--- src/rtl/dm_rmw_ctrl.sv ---
// rtl/dm_rmw_ctrl.sv - MEM-stage sequencer for a word-wide RAM with read-modify-write sub-word stores
module dm_rmw_ctrl #(
    parameter int ADDR_W = 12
) (
    input  logic              clk,
    input  logic              reset,
    input  logic              req_valid,
    output logic              req_ready,
    input  logic              req_we,
    input  logic [1:0]        req_size,
    input  logic [31:0]       req_addr,
    input  logic [31:0]       req_wdata,
    output logic              rd_valid,
    output logic [31:0]       rd_data,
    output logic [1:0]        rd_byte,
    output logic              err_misalign,
    output logic              ram_en,
    output logic              ram_we,
    output logic [ADDR_W-1:0] ram_addr,
    output logic [31:0]       ram_wdata,
    input  logic [31:0]       ram_rdata
);

    typedef enum logic [1:0] {
        IDLE    = 2'd0,
        LD_WAIT = 2'd1,
        RMW_RD  = 2'd2,
        RMW_WR  = 2'd3
    } state_t;

    localparam logic [1:0] SZ_BYTE = 2'b00;
    localparam logic [1:0] SZ_HALF = 2'b01;
    localparam logic [1:0] SZ_WORD = 2'b10;

    state_t            state;
    logic [ADDR_W-1:0] lat_addr;
    logic [1:0]        lat_off;
    logic [1:0]        lat_size;
    logic [31:0]       lat_wdata;
    logic [31:0]       merged;
    logic [31:0]       merge_word;
    logic              accept;
    logic              misalign;
    logic              unused_addr_hi;

    // Address bits above the RAM range wrap silently.
    assign unused_addr_hi = ^req_addr[31:ADDR_W+2];

    assign req_ready = (state == IDLE) && !reset;
    assign accept    = req_valid && req_ready;
    assign misalign  = (req_size == 2'b11)
                     || ((req_size == SZ_HALF) && req_addr[0])
                     || ((req_size == SZ_WORD) && (req_addr[1:0] != 2'b00));

    always_comb begin
        merge_word = ram_rdata;
        if (lat_size == SZ_BYTE) begin
            case (lat_off)
                2'd0:    merge_word[7:0]   = lat_wdata[7:0];
                2'd1:    merge_word[15:8]  = lat_wdata[7:0];
                2'd2:    merge_word[23:16] = lat_wdata[7:0];
                default: merge_word[31:24] = lat_wdata[7:0];
            endcase
        end else if (lat_off[1]) begin
            merge_word[31:16] = lat_wdata[15:0];
        end else begin
            merge_word[15:0] = lat_wdata[15:0];
        end
    end

    // RAM strobes accompany the accepting cycle, so they cannot be registered.
    always_comb begin
        ram_en    = 1'b0;
        ram_we    = 1'b0;
        ram_addr  = lat_addr;
        ram_wdata = merged;
        if (state == IDLE) begin
            ram_addr  = req_addr[ADDR_W+1:2];
            ram_wdata = req_wdata;
            if (accept && !misalign) begin
                if (req_we && (req_size == SZ_WORD)) ram_we = 1'b1;
                else                                 ram_en = 1'b1;
            end
        end else if (state == RMW_WR) begin
            ram_we = !reset;
        end
    end

    always_ff @(posedge clk) begin
        if (reset) begin
            state        <= IDLE;
            rd_valid     <= 1'b0;
            rd_data      <= '0;
            rd_byte      <= '0;
            err_misalign <= 1'b0;
            lat_addr     <= '0;
            lat_off      <= '0;
            lat_size     <= '0;
            lat_wdata    <= '0;
            merged       <= '0;
        end else begin
            rd_valid     <= 1'b0;
            err_misalign <= 1'b0;
            case (state)
                IDLE: begin
                    if (accept) begin
                        if (misalign) begin
                            err_misalign <= 1'b1;
                        end else if (!(req_we && (req_size == SZ_WORD))) begin
                            lat_addr  <= req_addr[ADDR_W+1:2];
                            lat_off   <= req_addr[1:0];
                            lat_size  <= req_size;
                            lat_wdata <= req_wdata;
                            state     <= req_we ? RMW_RD : LD_WAIT;
                        end
                    end
                end
                LD_WAIT: begin
                    rd_data  <= ram_rdata;
                    rd_byte  <= lat_off;
                    rd_valid <= 1'b1;
                    state    <= IDLE;
                end
                RMW_RD: begin
                    merged <= merge_word;
                    state  <= RMW_WR;
                end
                default: state <= IDLE;
            endcase
        end
    end

endmodule

--- config.mk ---
export PLATFORM = sky130hd
export DESIGN_NAME = dm_rmw_ctrl
export DESIGN_NICKNAME = d
export VERILOG_FILES = /design/src/rtl/dm_rmw_ctrl.sv
export SDC_FILE = /design/constraint.sdc
export NUM_CORES = 1
export LEC_CHECK = 0
export CAP_MARGIN = 20
export CORE_AREA = 2 2 112 92
export CTS_CLUSTER_DIAMETER = 200
export DETAILED_ROUTE_END_ITERATION = 7
export DIE_AREA = 0 0 114 94
export DONT_BUFFER_PORTS = 1
export GPL_TIMING_DRIVEN = 0
export PLACE_DENSITY = 0.74
export REMOVE_ABC_BUFFERS = 1
export SYNTH_ARGS = -nofsm -noshare
export SYNTH_HDL_FRONTEND = slang
export SYNTH_SLANG_ARGS = --single-unit
--- constraint.sdc ---
create_clock -name clk -period 4.5 [get_ports clk]
set_input_delay 0.45 -clock clk [delete_from_list [all_inputs] [get_ports clk]]
set_output_delay 0.45 -clock clk [all_outputs]
set_load 0.005 [all_outputs]
== After elaboration in Yosys (flattened, before gate mapping) ==
Index checks and enable logic that the tools add are counted.
Storage, ports and cells
  logic and storage cells: 66
  output and inout bits: 83
  bits in registers: 102
  input bits: 102
Cells by class
  muxes and demuxes: 23
  bitwise logic cells: 4
  reductions and logical operators: 18
  equality and inequality tests: 11
Operators with widths (number)
  $mux 32: 2
  $mux 16: 2
  $mux 8: 4
  $mux 12: 1
  $eq 2x2->1 const B: 5
  $mux 1: 9
  $mux 2: 4
  $eq 2x1->1 const B: 3
  $logic_and 1x1->1: 6
  $logic_not 2->1: 3
  $ne 2x2->1 const B: 3
  $reduce_or 3->1: 2
  $not 1->1: 4
  $pmux 2 s2: 1
  $reduce_and 4->1: 1
  $reduce_and 3->1: 1
  $logic_not 1->1: 2
  $logic_or 1x1->1: 2
  $reduce_bool 2->1: 1

== Depth between registers and ports, before layout ==
Gate-level depths: netlist (run 1).
  depth in word-level cells: 8
  mapped depth: 7
  mapped depth without buffers: 4

== Least setup slack after synthesis (run 1) ==
Ideal clock, no wire load.
  path kind: register to output
  start: register state[0]
  end: output ram_we
  required time: 4.050 ns
  cell stages (with the launch flop): 6
  data arrival time: 1.498 ns
  setup slack: 2.552 ns
  path buffers: 2
  path through: dfxtp_1 buf_6 or4b_4 o21bai_4 clkbuf_1 o22ai_1
On the way
  longest elaborated chain between the ends: 6
  elaborated cells on any way between the ends: 8
  classes of those cells: eq/ne (1); mux (3); reduce/logical (4)
Ends and longest elaborated chain
  start: declaration: line 35  | state_t state;
  start signal: assignment: line 114  | state <= req_we ? RMW_RD : LD_WAIT;
  $logic_not 2->1: line 49, 77
  $logic_and 1x1->1: line 49  | assign req_ready = (state == IDLE) && !reset;
  $logic_and 1x1->1: line 50  | assign accept = req_valid && req_ready;
  $logic_and 1x1->1: line 80  | if (accept && !misalign) begin
  $mux 1: line 80
  $mux 1 *: line 77  | if (state == IDLE) begin
  end: declaration: line 18  | output logic ram_we,
Every way passes the cells marked *; elsewhere a longest branch is shown, timed or not.

== Final worst setup path (run 1) ==
  start: register lat_off[1]
  end: register merged[18]
On the way
  longest elaborated chain between the ends: 3
  elaborated cells on any way between the ends: 4
  classes of those cells: eq/ne (1); mux (3)
Ends and longest elaborated chain
  start: declaration: line 37  | logic [1:0] lat_off;
  start signal: assignment: line 111  | lat_off <= req_addr[1:0];
  $eq 2x2->1: line 58  | case (lat_off)
  $mux 8: line 58
  $mux 32 *: line 57  | if (lat_size == SZ_BYTE) begin
  end signal: assignment: line 125  | merged <= merge_word;
  end: declaration: line 40  | logic [31:0] merged;
Marked as above.
A chain may end at the register's enable or synchronous reset.

==> impl_summary.txt, run 1 <==
----------------------------------------------------
[Power and ir drop]
  VDD IR max ... between 0.15 and 0.2 mV
  Power Density ... 362 nW/um^2
  Overall power ... approximately 0.002 W
  Leakage ... 1.82 nW

[Critical path]
  Number of buffer and inverter stages on the critical path ... 1
  Critical Setup Path Class ... register to register
  Top cell family by delay on the critical path ... simple AND/OR/NAND/NOR gates
  Required time at the worst-slack endpoint ... 4.72 ns
  Flop-to-flop setup slack ... 2.02 ns
  Worst path max stage delay ... slightly above 0.7 ns
  Largest driver fanout on the critical path ... 23
  Data arrival at the endpoint of the critical path ... 2.70 ns
  Type of destination of the critical path ... register
  Kind of start point of the critical path ... register
  Worst path cell trace ... buf_12 -> nor2b_1 -> mux2_2 -> o21ai_0 -> a21oi_1
  Critical Path Slowest Stage Cell ... nor2b_1

[Placed design]
  Routability Congestion ... roughly 0.74
  DP HPWL ... about 9 mm
  Port Buffers ... 0
  Pre-CTS setup slack ... 2.05 ns

[STA]
  Setup Viol. Count Final ... 0
  Final Skew ... 0.00703 ns
  Max frequency ... 403 MHz
  Final Hold Violating Endpoints ... 0
  Final slew viol count ... 0
  RSZ-0062 raised after global routing ... false
  Worst Hold Margin ... 0.178 ns
  Period minus WS final ... 2.48 ns
  Period utilisation layout ... ~55%
  Transition at the pin with the smallest max-transition slack ... 1.03 ns
  Relative slew slack ... 31.1%
  Worst Slack Setup Final ... just over 2 ns
  Setup tns final ... 0 ns

[Layout]
  Share of layout cells above drive strength 1 ... 18.1%
  Nets@finish ... ~680
  Layout-stage area growth over the synthesis result ... 7.18%
  Number of inserted diodes ... 0
  Final core utilization ... 58.0%

[Worst hold path]
  Type of the most critical hold path ... primary input to register

[Routing]
  Antenna violation net count after detailed routing ... 0
  1st-iter DRT viols ... 287
  Highest Signal Layer ... met4
  Routed Wire Length ... 13.2 mm
  Met3 WL post-DR ... 1.15 mm
  Total number of vias ... roughly 4300
  WL met1 ... 5.66 mm
  Met2 Wirelength ... 6.34 mm
  Average detailed-routed wire length per instance ... 18.7 um
  Detailed-router iteration count before antenna repair ... 4
  Vias per Instance ... 6.09
  Total DRC errors in the routed layout ... 0

[Yosys]
  Number of storage elements in the synthesis netlist ... 102
  Number of enable flip-flop cells after synthesis ... 0
  Syn Std Cell Area ... 5160 um^2
  Top cell type by total area after synthesis ... dfxtp_1
  Largest cells by area after synthesis ... dfxtp_1 40%, mux2_2 17%, a21oi_1 13%, nand2_1 7.7%, mux2i_1 6.2%
  Yosys top cell area share ... between 30% and 40%
  Top post-synthesis cells by count ... 131 x a21oi_1, 106 x nand2_1, 102 x dfxtp_1
  Most common cell in the netlist ... a21oi_1
  Fraction of synthesis flops using an asynchronous set or reset pin ... 0%
  Netlist cell types ... 22
  Number of instances in the synthesized netlist ... ~620
  Avg Cell Area, Syn ... just over 8 um^2
  Sequential fraction of the synthesis area ... approximately two fifths
  Warnings from Yosys ... 0
  Main flop type after synthesis ... dfxtp_1

[GRT]
  Vias in the first global route ... 4134
  Global routing usage summed across all routing layers ... 24.7%
  Global-route wire length before repair ... approximately 21 mm
  Overflow left after global routing ... 0
  Pin count of the biggest net entering global routing ... 104
  Antenna violations before repair ... 0

[Run status]
  Status ... finished clean

[Flow run]
  Number of max-capacitance violations reported ... 0

[Floorplan]
  Die extent in y ... 94 um
  Count of pins on the block boundary ... 185
  Placeable core region ... roughly 9500 um^2
  Width of the die ... ~110 um
  Number of cell rows ... 32
  DIE AREA ... approximately 11000 um^2
  Effective utilization at floorplan ... roughly 54%

[Clock tree]
  Worst-Skew Late Latency ... around 0.34 ns
  Post-CTS setup buffer count ... 0
  Root buffer cell ... clkbuf_16
  TritonCTS buffer count ... 9
  Clock tree from TritonCTS ... done
  Hold-fix buffer count after cts ... 0
  CTS sink cnt ... between 100 and 150
  Worst-case clock buffer depth ... 2
  H-tree level count ... 3
  Clock transition at path regs ... 0.07 ns
  Number of gates given a new drive strength after cts ... 0

----------------------------------------------------
[cell usage in the layout (no fill, tap or decap), types with 4 or more instances in the layout]
master and n:
a21oi_1 131, nor3_1 4, nand3_1 31, o21ai_1 17, buf_16 5, nor2_1 5
dfxtp_1 101, mux2i_1 32, clkbuf_16 9, o21ai_0 47, nand2_1 106, mux2_2 76
[routing by layer]
layer | track usage, % | vias to the layer above
met2 | 42.3 | 162
met4 | 6.50 | 0
met5 | 0 | -
met3 | 7.87 | 8
met1 | 30.1 | 2030
li1 | - | 2103
[logic make-up after synthesis]
group / share of synthesized area, %
flops: 39.6
compound gates: 19.6
simple gates: 12.7
mux: 22.8
buf+inv: 5.24
[layout make-up]
class / instances / area (um^2)
Fill cell: 874 / 4000
Multi-Input combinational cell: 462 / 2860
Sequential cell: 102 / 2040
Clock buffer: 13 / 260
Timing Repair Buffer: 7 / 173
Tap cell: 119 / 149
Clock inverter: 3 / 42.5
[report_power, final]
group          internal (W)  switching (W)
Sequential         0.000936      0.0000272
Clock              0.000461       0.000326
Combinational      0.000117       0.000131
[stage by stage]
| step | instance area (um^2) | std cells |
|---|---|---|
| after global routing | 5530 | 706 |
| after global placement | 5030 | 683 |
| after CTS | 5530 | 706 |
| final | 5530 | 706 |
| after floorplan | 4890 | 564 |
| after detailed placement | 5220 | 690 |
[path summary, 6_finish.rpt]
kind	from	depth (start not counted)	end
max	lat_off[1]	5	merged[18]
min	reset	1	merged[5]
max reg2reg	lat_off[1]	5	merged[18]
min reg2reg	merged[12]	2	merged[12]
[registers in the layout, summed over array words and instances, names as in the netlist]
name          flops
merged           32
rd_data          32
lat_wdata        16
lat_addr         12
lat_off           2
lat_size          2
rd_byte           2
state             2
err_misalign      1
rd_valid          1
[worst register-to-register path, delay by kind of cell (launching register included)]
family / cells / cell delay (ns)
AND/OR/NAND/NOR: 1 / 0.73
flip-flops: 1 / 0.66
multiplexers: 1 / 0.41
AO/OA/AOI/OAI: 2 / 0.30
buffers and inverters: 1 / 0.27
(Power assumes the default switching activity.)
==> run 2, diff against run 1 <==
- clock period: 4.5 -> 2.51 ns (I/O delays scaled with it)
==> impl_summary.txt, run 2 (same netlist as run 1, synthesis figures left out) <==
----------------------------------------------------
[Run status]
  Status ... finished clean (unchanged)

[STA]
  Period utilisation layout ... 90.6% (was 55.1%)
  Setup Viol. Count Final ... 0 (unchanged)
  RSZ-0062 raised after global routing ... false (unchanged)
  Final Hold Violating Endpoints ... 0 (unchanged)
  Relative slew slack ... 28.9% (was 31.1%)
  Final Skew ... 0.00707 ns (was 0.00703 ns)
  Setup tns final ... 0 ns (unchanged)
  Transition at the pin with the smallest max-transition slack ... 1.07 ns (was 1.03 ns)
  Final slew viol count ... 0 (unchanged)
  Period minus WS final ... 2.27 ns (was 2.48 ns)
  Max frequency ... 440 MHz (was 403 MHz)
  Worst Slack Setup Final ... 0.236 ns (was 2.02 ns)

[Routing]
  Average detailed-routed wire length per instance ... 19.1 um (was 18.7 um)
  Detailed-router iteration count before antenna repair ... 4 (unchanged)
  Routed Wire Length ... 13.5 mm (was 13.2 mm)
  Antenna violation net count after detailed routing ... 0 (unchanged)
  Total number of vias ... 4294 (was 4303)
  1st-iter DRT viols ... 291 (was 287)
  Total DRC errors in the routed layout ... 0 (unchanged)
  Vias per Instance ... 6.07 (was 6.09)

[GRT]
  Overflow left after global routing ... 0 (unchanged)
  Pin count of the biggest net entering global routing ... 100 (was 104)
  Global routing usage summed across all routing layers ... 25.0% (was 24.7%)
  Antenna violations before repair ... 0 (unchanged)
  Global-route wire length before repair ... 21.2 mm (was 21.0 mm)
  Vias in the first global route ... 4152 (was 4134)

[Clock tree]
  CTS sink cnt ... 102 (unchanged)
  H-tree level count ... 3 (unchanged)
  Post-CTS setup buffer count ... 0 (unchanged)
  TritonCTS buffer count ... 9 (unchanged)
  Clock transition at path regs ... 0.07 ns (about the same)
  Root buffer cell ... clkbuf_16 (unchanged)
  Worst-Skew Late Latency ... 0.34 ns (about the same)
  Clock tree from TritonCTS ... done (unchanged)
  Worst-case clock buffer depth ... 2 (unchanged)

[Placed design]
  Routability Congestion ... 0.739 (unchanged)
  Number of placed cells counting well taps ... 690 (unchanged)
  Port Buffers ... 0 (unchanged)
  Placed standard-cell area ... 5220 um^2 (unchanged)
  DP HPWL ... 8.97 mm (unchanged)
  Pre-CTS setup slack ... 0.0591 ns (was 2.05 ns)

[Floorplan]
  DIE AREA ... 10700 um^2 (unchanged)
  Width of the die ... 114 um (unchanged)
  Effective utilization at floorplan ... 54.1% (unchanged)
  Placeable core region ... 9530 um^2 (unchanged)
  Number of cell rows ... 32 (unchanged)
  Count of pins on the block boundary ... 185 (unchanged)
  Die extent in y ... 94 um (unchanged)

[Layout]
  Layout-stage area growth over the synthesis result ... 7.77% (was 7.18%)
  Nets@finish ... 685 (was 684)
  Commonest non-fill, non-tap cells in the layout ... 131 x a21oi_1, 106 x nand2_1, 101 x dfxtp_1 (unchanged)
  Most frequent standard cell in the layout excluding fill and tap cells ... a21oi_1 (unchanged)
  Final design area excluding fillers ... 5560 um^2 (was 5530 um^2)
  Filler cells ... 872 (was 874)
  Number of inserted diodes ... 0 (unchanged)
  Filler-free cell count of the finished design ... 707 (was 706)
  Share of layout cells above drive strength 1 ... 18.4% (was 18.1%)
  Regs by FF count ... merged (32), rd_data (32), lat_wdata (16) (unchanged)

[Critical path]
  Depth of the worst register-to-register path ... 5 (unchanged)
  Critical Path Slowest Stage Cell ... nor2b_1 (unchanged)
  Flop-to-flop setup slack ... 0.24 ns (was 2.02 ns)
  Data arrival at the endpoint of the critical path ... 2.48 ns (was 2.70 ns)
  Worst path max stage delay ... 0.72 ns (about the same)
  Kind of start point of the critical path ... register (unchanged)
  Critical Setup Path Class ... register to register (unchanged)
  End of the worst register-to-register path ... merged[11] (was merged[18])
  Worst path cell trace ... buf_12 -> nor2b_1 -> mux2_2 -> o21ai_0 -> a21oi_1 (unchanged)
  Type of destination of the critical path ... register (unchanged)
  Largest driver fanout on the critical path ... 23 (unchanged)
  Startpoint of the worst-slack reg-to-reg timing path ... lat_off[1] (unchanged)
  Required time at the worst-slack endpoint ... 2.72 ns (was 4.72 ns)

[Power and ir drop]
  Clock network power share ... 39.2% (was 39.4%)
  Part of the power in registers ... 47.7% (was 48.2%)
  Combinational share of power ... 13.1% (was 12.4%)
  Overall power ... 0.00362 W (was 0.00200 W)
  Leakage ... 1.83 nW (was 1.82 nW)
  Power Density ... 652 nW/um^2 (was 362 nW/um^2)
  Internal Dissipation ... 0.00272 W (was 0.00151 W)
  Psw ... 0.000902 W (was 0.000485 W)
  VDD IR max ... 0.345 mV (was 0.191 mV)
  Switching share of power ... 24.9% (was 24.3%)

[Worst hold path]
  Number of stages on the worst hold path ... 1 (unchanged)
  Type of the most critical hold path ... primary input to register (unchanged)
  Startpoint of the worst hold path ... req_we (was reset)
  Worst Hold End ... state[0] (was merged[5])

[Flow run]
  Number of max-capacitance violations reported ... 0 (unchanged)

----------------------------------------------------
[run 2: changes by cell type in the layout (fill, tap and decap cells not counted), sizes merged]
cell | before | now
buf | 7 | 8
[run 2: metrics by stage]
step / hold slack (ns) / utilization, %
6_report: 0.0305 / 58.3
5_1_grt: 0.0231 / 58.3
4_1_cts: 0.0177 / 58.3
3_5_place_dp: 0.331 / 54.8
3_3_place_gp: 0.331 / 52.8
2_1_floorplan: 0.320 / -
[run 2: power groups by stage]
| stage | clock (W) | sequential [W] | combinational [W] |
|---|---|---|---|
| 2_1_floorplan | 0 | 0.00175 | 0.000333 |
| 3_3_place_gp | 0 | 0.00176 | 0.000403 |
| 3_5_place_dp | 0 | 0.00176 | 0.000446 |
| 4_1_cts | 0.00145 | 0.00173 | 0.000477 |
| 5_1_grt | 0.00152 | 0.00173 | 0.000520 |
| 6_report | 0.00142 | 0.00173 | 0.000476 |
[run 2: routing by layer]
metal / track usage, % / up-vias / routed length, um
li1: - / 2102 / -
met1: 30.2 / 2022 / 5760
met2: 43.0 / 164 / 6500
met3: 7.94 / 6 / 1150
met4: 6.50 / 0 / 72
met5: 0 / - / 0
[run 2: worst max-delay path by stage]
stage               endpoint  slack, ns        from  cells after the start
4_1_cts           merged[18]       0.04  lat_off[1]                      5
3_3_place_gp   ram_wdata[10]      -1.52    state[0]                      2
2_1_floorplan    ram_addr[0]      -0.41    state[0]                      2
6_report          merged[11]       0.24  lat_off[1]                      5
3_5_place_dp      merged[18]       0.06  lat_off[1]                      5
5_1_grt            merged[8]       0.07  lat_off[1]                      5
[run 2: worst max-delay path: cells and delay by family (launching register included)]
kind | cells | cell delay, ns
AO/OA/AOI/OAI | 2 | 0.28
multiplexers | 1 | 0.42
buffers and inverters | 1 | 0.25
AND/OR/NAND/NOR | 1 | 0.72
flip-flops | 1 | 0.47
[run 2: what timing repair did]
action	in CTS	in global routing
endpoints found under the hold margin	99	0
resized for setup	0	1
endpoints found under the setup margin	0	8
hold buffers	1	0
[run 2: final cells by class]
class | count | area (um^2) | share of cell area (%)
tap | 119 | 149 | 2.68
clock buffer | 13 | 260 | 4.68
timing repair buffer | 8 | 200 | 3.60
clock inverter | 3 | 42.5 | 0.766
sequential | 102 | 2040 | 36.8
multi-input combinational | 462 | 2860 | 51.5
==> run 3, diff against run 2 <==
- GPL_ROUTABILITY_DRIVEN: unset -> 0
==> results of run 3 <==
The final DEF is identical to that of run 2; final timing and power are the same.
